--- src/rtl/fifo_status_regs_if.sv ---
// Register bus for the FIFO status window.
//   req_valid/req_write  request strobe and direction (1 = write)
//   req_addr             byte address, only [7:0] decoded by the slave
//   req_wdata/req_wstrb  write data and byte strobes
//   rdata                combinational read data from the slave
interface fifo_status_regs_if;
  logic        req_valid;
  logic        req_write;
  logic [31:0] req_addr;
  logic [31:0] req_wdata;
  logic [3:0]  req_wstrb;
  logic [31:0] rdata;

  modport master (
    output req_valid, req_write, req_addr, req_wdata, req_wstrb,
    input  rdata
  );

  modport slave (
    input  req_valid, req_write, req_addr, req_wdata, req_wstrb,
    output rdata
  );
endinterface

--- src/rtl/fifo_status_regs.sv ---
// Multi-channel FIFO status/monitor register window.
// Per channel c (base c*0x10): COUNT, STATUS (live empty/full, sticky OVF/UDF/THR W1C),
// HWM (high-water mark, reload-on-write), THRESH (RW). Globals: 0x80 IRQ_EN, 0x84 IRQ_PEND.
//   clk, rst     clock and synchronous active-high reset
//   bus          register bus slave (combinational rdata)
//   fifo_count   channel c count at [c*CNT_W +: CNT_W]
//   fifo_empty   per-channel empty
//   fifo_full    per-channel full
//   fifo_push    per-channel push attempt (before full gating)
//   fifo_pop     per-channel pop attempt (before empty gating)
//   irq          registered level interrupt
module fifo_status_regs #(
  parameter int unsigned NUM_CH = 2,
  parameter int unsigned CNT_W  = 8
) (
  input  logic                    clk,
  input  logic                    rst,
  fifo_status_regs_if.slave       bus,
  input  logic [NUM_CH*CNT_W-1:0] fifo_count,
  input  logic [NUM_CH-1:0]       fifo_empty,
  input  logic [NUM_CH-1:0]       fifo_full,
  input  logic [NUM_CH-1:0]       fifo_push,
  input  logic [NUM_CH-1:0]       fifo_pop,
  output logic                    irq
);

  logic [CNT_W-1:0]  cnt       [NUM_CH];
  logic [CNT_W-1:0]  hwm_q     [NUM_CH];
  logic [CNT_W-1:0]  hwm_d     [NUM_CH];
  logic [CNT_W-1:0]  thresh_q  [NUM_CH];
  logic [CNT_W-1:0]  thresh_d  [NUM_CH];
  logic [NUM_CH-1:0] ovf_q, ovf_d;
  logic [NUM_CH-1:0] udf_q, udf_d;
  logic [NUM_CH-1:0] thr_q, thr_d;
  logic [NUM_CH-1:0] pend;
  logic [2:0]        irq_en_q, irq_en_d;
  logic              irq_q, irq_d;

  // Word-granular decode: [7] global, [6:4] channel, [3:2] register.
  logic       wr_en;
  logic       ch_hit;
  logic [2:0] addr_ch;
  logic [1:0] addr_reg;
  logic       glb_en_hit;
  logic       glb_pend_hit;

  assign wr_en        = bus.req_valid & bus.req_write;
  assign addr_ch      = bus.req_addr[6:4];
  assign addr_reg     = bus.req_addr[3:2];
  assign ch_hit       = ~bus.req_addr[7] & (32'(addr_ch) < NUM_CH);
  assign glb_en_hit   = (bus.req_addr[7:2] == 6'h20);
  assign glb_pend_hit = (bus.req_addr[7:2] == 6'h21);

  logic unused_bits;
  assign unused_bits = ^{bus.req_addr[31:8], bus.req_addr[1:0], bus.req_wdata};

  always_comb begin
    for (int c = 0; c < NUM_CH; c++) begin
      cnt[c] = fifo_count[c*CNT_W +: CNT_W];
    end
  end

  always_comb begin
    logic sel;
    logic w1c;
    irq_en_d = irq_en_q;
    ovf_d    = ovf_q;
    udf_d    = udf_q;
    thr_d    = thr_q;
    pend     = '0;
    sel      = 1'b0;
    w1c      = 1'b0;
    for (int c = 0; c < NUM_CH; c++) begin
      hwm_d[c]    = hwm_q[c];
      thresh_d[c] = thresh_q[c];
    end

    if (wr_en && glb_en_hit && bus.req_wstrb[0]) begin
      irq_en_d = bus.req_wdata[2:0];
    end

    for (int c = 0; c < NUM_CH; c++) begin
      sel = wr_en & ch_hit & (addr_ch == 3'(c));
      w1c = sel & (addr_reg == 2'd1) & bus.req_wstrb[0];

      // Set terms are OR'd after the clear so a same-cycle event wins over W1C.
      ovf_d[c] = (fifo_push[c] & fifo_full[c]) | (ovf_q[c] & ~(w1c & bus.req_wdata[2]));
      udf_d[c] = (fifo_pop[c] & fifo_empty[c]) | (udf_q[c] & ~(w1c & bus.req_wdata[3]));
      thr_d[c] = ((thresh_q[c] != '0) && (cnt[c] >= thresh_q[c]))
               | (thr_q[c] & ~(w1c & bus.req_wdata[4]));

      if (sel && (addr_reg == 2'd2) && (bus.req_wstrb != 4'h0)) begin
        hwm_d[c] = cnt[c];
      end else if (cnt[c] > hwm_q[c]) begin
        hwm_d[c] = cnt[c];
      end

      if (sel && (addr_reg == 2'd3)) begin
        for (int b = 0; b < CNT_W; b++) begin
          if (bus.req_wstrb[b/8]) thresh_d[c][b] = bus.req_wdata[b];
        end
      end

      pend[c] = (ovf_q[c] & irq_en_q[0]) | (udf_q[c] & irq_en_q[1]) | (thr_q[c] & irq_en_q[2]);
    end

    irq_d = |pend;
  end

  always_ff @(posedge clk) begin
    if (rst) begin
      irq_en_q <= '0;
      ovf_q    <= '0;
      udf_q    <= '0;
      thr_q    <= '0;
      irq_q    <= 1'b0;
      for (int c = 0; c < NUM_CH; c++) begin
        hwm_q[c]    <= '0;
        thresh_q[c] <= '0;
      end
    end else begin
      irq_en_q <= irq_en_d;
      ovf_q    <= ovf_d;
      udf_q    <= udf_d;
      thr_q    <= thr_d;
      irq_q    <= irq_d;
      for (int c = 0; c < NUM_CH; c++) begin
        hwm_q[c]    <= hwm_d[c];
        thresh_q[c] <= thresh_d[c];
      end
    end
  end

  assign irq = irq_q;

  always_comb begin
    bus.rdata = '0;
    if (ch_hit) begin
      for (int c = 0; c < NUM_CH; c++) begin
        if (addr_ch == 3'(c)) begin
          unique case (addr_reg)
            2'd0: bus.rdata[CNT_W-1:0] = cnt[c];
            2'd1: bus.rdata[4:0] = {thr_q[c], udf_q[c], ovf_q[c], fifo_full[c], fifo_empty[c]};
            2'd2: bus.rdata[CNT_W-1:0] = hwm_q[c];
            2'd3: bus.rdata[CNT_W-1:0] = thresh_q[c];
            default: bus.rdata = '0;
          endcase
        end
      end
    end else if (glb_en_hit) begin
      bus.rdata[2:0] = irq_en_q;
    end else if (glb_pend_hit) begin
      bus.rdata[NUM_CH-1:0] = pend;
    end
  end

endmodule

--- src/flat_wrapper.sv ---
// flat-port wrapper written by rule: the top's interface ports become plain ports
module fifo_status_regs_flat 
#(
  parameter int unsigned NUM_CH = 2,
  parameter int unsigned CNT_W  = 8
)
  (clk, rst, fifo_count, fifo_empty, fifo_full, fifo_push, fifo_pop, irq, bus_req_valid, bus_req_write, bus_req_addr, bus_req_wdata, bus_req_wstrb, bus_rdata);
  fifo_status_regs_if bus_i ();
  input  logic clk;
  input  logic rst;
  input  logic [NUM_CH*CNT_W-1:0] fifo_count;
  input  logic [NUM_CH-1:0] fifo_empty;
  input  logic [NUM_CH-1:0] fifo_full;
  input  logic [NUM_CH-1:0] fifo_push;
  input  logic [NUM_CH-1:0] fifo_pop;
  output logic irq;
  input wire logic [$bits(bus_i.req_valid)-1:0] bus_req_valid;
  input wire logic [$bits(bus_i.req_write)-1:0] bus_req_write;
  input wire logic [$bits(bus_i.req_addr)-1:0] bus_req_addr;
  input wire logic [$bits(bus_i.req_wdata)-1:0] bus_req_wdata;
  input wire logic [$bits(bus_i.req_wstrb)-1:0] bus_req_wstrb;
  output wire logic [$bits(bus_i.rdata)-1:0] bus_rdata;
  assign bus_i.req_valid = bus_req_valid;
  assign bus_i.req_write = bus_req_write;
  assign bus_i.req_addr = bus_req_addr;
  assign bus_i.req_wdata = bus_req_wdata;
  assign bus_i.req_wstrb = bus_req_wstrb;
  assign bus_rdata = bus_i.rdata;
  fifo_status_regs #(.NUM_CH(NUM_CH), .CNT_W(CNT_W)) u_core (.clk(clk), .rst(rst), .bus(bus_i), .fifo_count(fifo_count), .fifo_empty(fifo_empty), .fifo_full(fifo_full), .fifo_push(fifo_push), .fifo_pop(fifo_pop), .irq(irq));
endmodule
--- config.mk ---
export PLATFORM = sky130hd
export DESIGN_NAME = fifo_status_regs_flat
export DESIGN_NICKNAME = d
export VERILOG_FILES = /design/src/rtl/fifo_status_regs_if.sv /design/src/rtl/fifo_status_regs.sv /design/src/flat_wrapper.sv
export SDC_FILE = /design/constraint.sdc
export NUM_CORES = 1
export LEC_CHECK = 0
export ABC_AREA = 0
export ABC_CLOCK_PERIOD_IN_PS = 3400
export CAP_MARGIN = 20
export CELL_PAD_IN_SITES_DETAIL_PLACEMENT = 2
export CELL_PAD_IN_SITES_GLOBAL_PLACEMENT = 2
export CORE_AREA = 2 2 124 126
export DETAILED_ROUTE_END_ITERATION = 10
export DIE_AREA = 0 0 126 128
export GPL_TIMING_DRIVEN = 0
export MAX_ROUTING_LAYER = met4
export PLACE_DENSITY_LB_ADDON = 0.1
export SYNTH_ARGS = -nofsm -noshare
export SYNTH_HDL_FRONTEND = slang
export SYNTH_SLANG_ARGS = --single-unit
--- constraint.sdc ---
create_clock -name clk -period 3.4 [get_ports clk]
set_input_delay 1.02 -clock clk [delete_from_list [all_inputs] [get_ports clk]]
set_output_delay 1.02 -clock clk [all_outputs]
set_load 0.05 [all_outputs]
# After elaboration in Yosys (flattened, before gate mapping)
# Memory sizes are Yosys's and may differ from the RTL's.
# Cells that the tools add are included.
# op_classes
mux	40
n_bitwise	52
eq_ne	6
magnitude_cmp	5
reduce_logical	16
# op_table
op	count
2-to-1 mux 8 bit	12
one-hot mux 5 bit (4 select lines)	2
AND 1 bit	31
2-to-1 mux 1 bit	20
one-hot mux 3 bit (3 select lines)	2
>= comparator 8 bit	2
> comparator 8 bit	2
nonzero test 8 bit	2
bitwise OR 1 bit	14
equality test 6 bit, second input constant	2
logical AND 1 bit	10
inverter 1 bit	7
2-to-1 mux 5 bit	1
equality test 2 bit, second input constant	2
2-to-1 mux 2 bit	2
nonzero test 4 bit	1
equality test 3 x 1 -> 1 bit, second input constant	1
logical NOT 3 bit	1
< comparator 3 x 2 -> 1 bit, second input constant	1
2-to-1 mux 3 bit	1
equality test 2 x 1 -> 1 bit, second input constant	1
logical NOT 2 bit	1
OR reduction 2 bit	1
# totals
ff_bits	10
out_inout_bits	33
memories	2
word_cells	126
mem_bits_rw	32
input_bits	96
# mem_list
name	depth	word_bits	rd	rd_clocked_by_memory_dff	wr	line_no	rtl
u_core.hwm_q	2	8	2	0	2	fifo_status_regs.sv:28	logic [CNT_W-1:0] hwm_q [NUM_CH];
u_core.thresh_q	2	8	2	0	2	fifo_status_regs.sv:30	logic [CNT_W-1:0] thresh_q [NUM_CH];

# Longest topological paths before layout
# logic_depth
depth_word	10
depth_mapped	8
mapped_depth_nobuf	7

# Worst setup path before layout
# OpenSTA, ideal clock, no wires.
# synth_path
kind	input port to output port
start	in bus_req_addr[2]
end	out bus_rdata[5]
cell_stages	7
slack_ps	-1040
n_path_buf	3
t_required_ps	2380
arrival_ps	3420
cell_sequence	clkbuf_8 clkbuf_1 clkbuf_1 nand2_1 o21ai_0 nand2_1 a311oi_1
# synth_between
elab_chain_len	6
elab_cells_between_ends	8
cone_classes	eq/ne (2); mux (5); reduce/logical (1)
# synth_rtl
element	line_no	rtl
start: declaration	flat_wrapper.sv:19	input wire logic [$bits(bus_i.req_addr)-1:0] bus_req_addr;
equality test 2 bit or logical NOT 2 bit (tied branches)	fifo_status_regs.sv:141	unique case (addr_reg)
one-hot mux 3 bit (3 select lines)	fifo_status_regs.sv:141	
2-to-1 mux 8 bit	fifo_status_regs.sv:140	if (addr_ch == 3'(c)) begin
one-hot mux 3 bit (3 select lines)	fifo_status_regs.sv:141	
2-to-1 mux 8 bit (*)	fifo_status_regs.sv:140	
2-to-1 mux 5 bit (*)	fifo_status_regs.sv:138	if (ch_hit) begin
end: declaration	flat_wrapper.sv:22	output wire logic [$bits(bus_i.rdata)-1:0] bus_rdata;
# Mark *: on every way between the ends. The rest lies on a longest branch, timed or not.

# Worst setup path after layout
# layout_path
start	in bus_req_addr[7]
end	out bus_rdata[7]
# layout_between
elab_chain_len	3
# layout_rtl
element	line_no	rtl
inverter 1 bit	fifo_status_regs.sv:50	assign ch_hit = ~bus.req_addr[7] & (32'(addr_ch) < NUM_CH);
AND 1 bit	fifo_status_regs.sv:50	
2-to-1 mux 5 bit	fifo_status_regs.sv:138	
# Every way passes these cells.

==> out/results.tsv <==
metric	value	unit
placed cells	635	
area of the multi-input gates	0.00229	mm^2
Design Power	1.50	mW
number of global-route vias before repair	3396	
Post-Syn Area	0.00333	mm^2
WL final	12300	um
register area	841	um^2
Die H	128	um
max incr delay on CP	340	ps
global route overflow	0	
initial antenna violation count	0	
global-route wire length before repair	20100	um
min Tclk post-route	3330	ps
final slew viol count	0	
CTS Buf Count	5	
CTS tree	done	
crit start category	input port	
Slew @ Worst Pin	1020	ps
Core Area	0.0149	mm^2
HPWL after DPL	9920	um
Final period util	97.8	%
Final setup violation count	0	
post-route design area	0.00458	mm^2
Rel. slew slack	31.4	%
GRT Util Overall	16.5	%
post-synth top area share	25.2	%
Synth area leader	dfxtp_1	
maximum number of pins on one net before global-route repair	13	
max frequency	301	MHz
Final WS setup	74.8	ps
max cap viols	0	
CP Class	in -> out	
vias per cell	4.81	
Area contributors post-synth	dfxtp_1 (25%), ha_1 (12%), mux2i_1 (7.2%), mux4_2 (6.8%), buf_4 (5.4%)	
Clock Latency Late Sink	290	ps
die width	126	um
ys async rst share	0	%
Clock Pin Slew Worst Setup and Hold Paths	60	ps
Syn Inst Count	371	
average routed wire per standard cell	18.9	um
number of DRC markers in iteration 0	131	
WP data arrival	2310	ps
Synth Flop Type	dfxtp_1	
Seq cells post-synth	42	
post-route ant nets	0	
leakage	1.75	nW
Routability Congestion	0.825	
Crit. End Element	output port	
Slowest cell on crit path	a311oi_4	
Layout Area Growth over Synthesis	37.6	%
die area	0.0161	mm^2
CP Data Required Time	2380	ps
Root Buffer	clkbuf_16	
PD cells	327	mW/mm^2
placed instance area	0.00427	mm^2
Seq/Total Area, Yosys	25.2	%
Post-route DRC	0	
Top Ports	129	
Final Skew	3.73	ps
Hold-fix buffers, CTS	0	
VDD IR max	0.141	mV
Ys Warns	0	
status	finished, final reports clean	
clock tree buffer depth	2	
Hold WC Path Type	reg -> reg	
Finished Layout Cells	652	
Mean Syn Cell Area	8.98	um^2
ANT cells	0	
fillers	1701	
CTS Sinks	42	
row count	45	
fraction of layout cells with a size suffix above 1	25.0	%
starting density of the core	22.4	%
Max FO, Critical Path	3	
Hold Fails Final Rpt	0	
DR vias	3133	
Nets	591	
DP Worst Slack	-1650	ps
hold slack	532	ps
RSZ-0062 raised after global routing	no	
Yosys cell types	50	
Pre-Repair DR Iteration Count	4	
IO buf count	52	
number of synthesized flops with an enable pin	0	
H-Tree Depth	2	
crit path cell chain	dlygate4sd2_1, nor3_4, o21ai_4, a311oi_4, buf_6	
==> cells in the final DEF (no fill, tap or decap), types with 10 or more instances in the layout <==
cell type        netlist  routed
buf_6                  5      11
mux4_2                10      10
o31ai_1               16      16
nand2_1               22      22
mux2i_1               24      20
ha_1                  32      32
buf_4                 24      35
dlygate4sd2_1          0      14
inv_1                 31      31
conb_1                 1      24
dfxtp_1               42      42
clkdlybuf4s50_1        0      25
o21ai_0               16      12
nor2_1                26      23
a21oi_1               22      22
==> cells in the mapped netlist, types with 10 or more instances <==
| cell | instances |
|---|---|
| a21oi_1 | 22 |
| buf_4 | 24 |
| dfxtp_1 | 42 |
| ha_1 | 32 |
| inv_1 | 31 |
| mux2i_1 | 24 |
| mux4_2 | 10 |
| nand2_1 | 22 |
| nor2_1 | 26 |
| o21ai_0 | 16 |
| o31ai_1 | 16 |
==> per-stage QoR <==
stage                     TNS, ps  util, %
after detailed placement   -14110     28.7
after global placement     -16450     28.7
after CTS                       0     30.4
after floorplan              -159        -
final                           0     30.8
after global routing            0     30.8
==> layer usage <==
metal / up-vias / part of all wire, % / global-route usage (%)
li1: 1521 / - / -
met1: 1529 / 49 / 22.2
met2: 70 / 46 / 26.3
met3: 13 / 3.5 / 2.46
met4: 0 / 1.0 / 3.43
met5: - / 0 / -
==> where the power goes <==
group | internal [mW] | switching, mW
clock network | 0.292 | 0.204
registers | 0.517 | 0.0141
logic | 0.200 | 0.272
total | 1.01 | 0.490
==> registers in the layout (all words and copies together) (netlist names) <==
| signal | count |
|---|---|
| u_core.hwm_q | 16 |
| u_core.irq | 1 |
| u_core.irq_en_q | 3 |
| u_core.ovf_q | 2 |
| u_core.thr_q | 2 |
| u_core.thresh_q | 16 |
| u_core.udf_q | 2 |
==> cells by family after synthesis <==
logic type / Yosys count / share of synthesized area (%)
AOI/OAI and AO/OA: 88 / 17.9
adders and majority gates: 32 / 12.0
buffers and inverters: 74 / 12.8
DFF: 42 / 25.2
muxes: 34 / 14.0
other: 1 / 0.113
and+or+nand+nor: 100 / 18.0
==> layout make-up <==
cell class / count / share of cell area (%)
Clock buffer: 7 / 3.11
Tap cell: 188 / 5.13
Inverter: 31 / 2.54
Sequential cell: 42 / 18.3
Multi-Input combinational cell: 278 / 49.9
Buffer: 43 / 8.11
Timing Repair Buffer: 62 / 12.8
Clock inverter: 1 / 0.109
==> path summary, 6_finish.rpt <==
| kind | startpoint | end | slack [ps] | cells past startpoint |
|---|---|---|---|---|
| worst max register to register | u_core.hwm_q[0][13] | u_core.hwm_q[0][14] | 1130 | 8 |
| worst max-delay path | bus_req_addr[7] | bus_rdata[7] | 70 | 5 |
| worst min-delay path | u_core.udf_q[1] | u_core.udf_q[1] | 530 | 2 |
| worst min register to register | u_core.udf_q[1] | u_core.udf_q[1] | 530 | 2 |
==> repair_timing <==
item / in CTS / in global routing
cloned: 1 / 0
setup buffers: 3 / 5
resized for setup: 91 / 17
pin swaps: 2 / 3
endpoints found under the setup margin: 8 / 12
==> critical path: cells and delay by family <==
| family | cells | cell delay (ps) |
|---|---|---|
| AO/OA/AOI/OAI | 2 | 480 |
| AND/OR/NAND/NOR | 1 | 280 |
| buffers and inverters | 2 | 530 |
No activity file was read; power rests on OpenSTA's default activity.
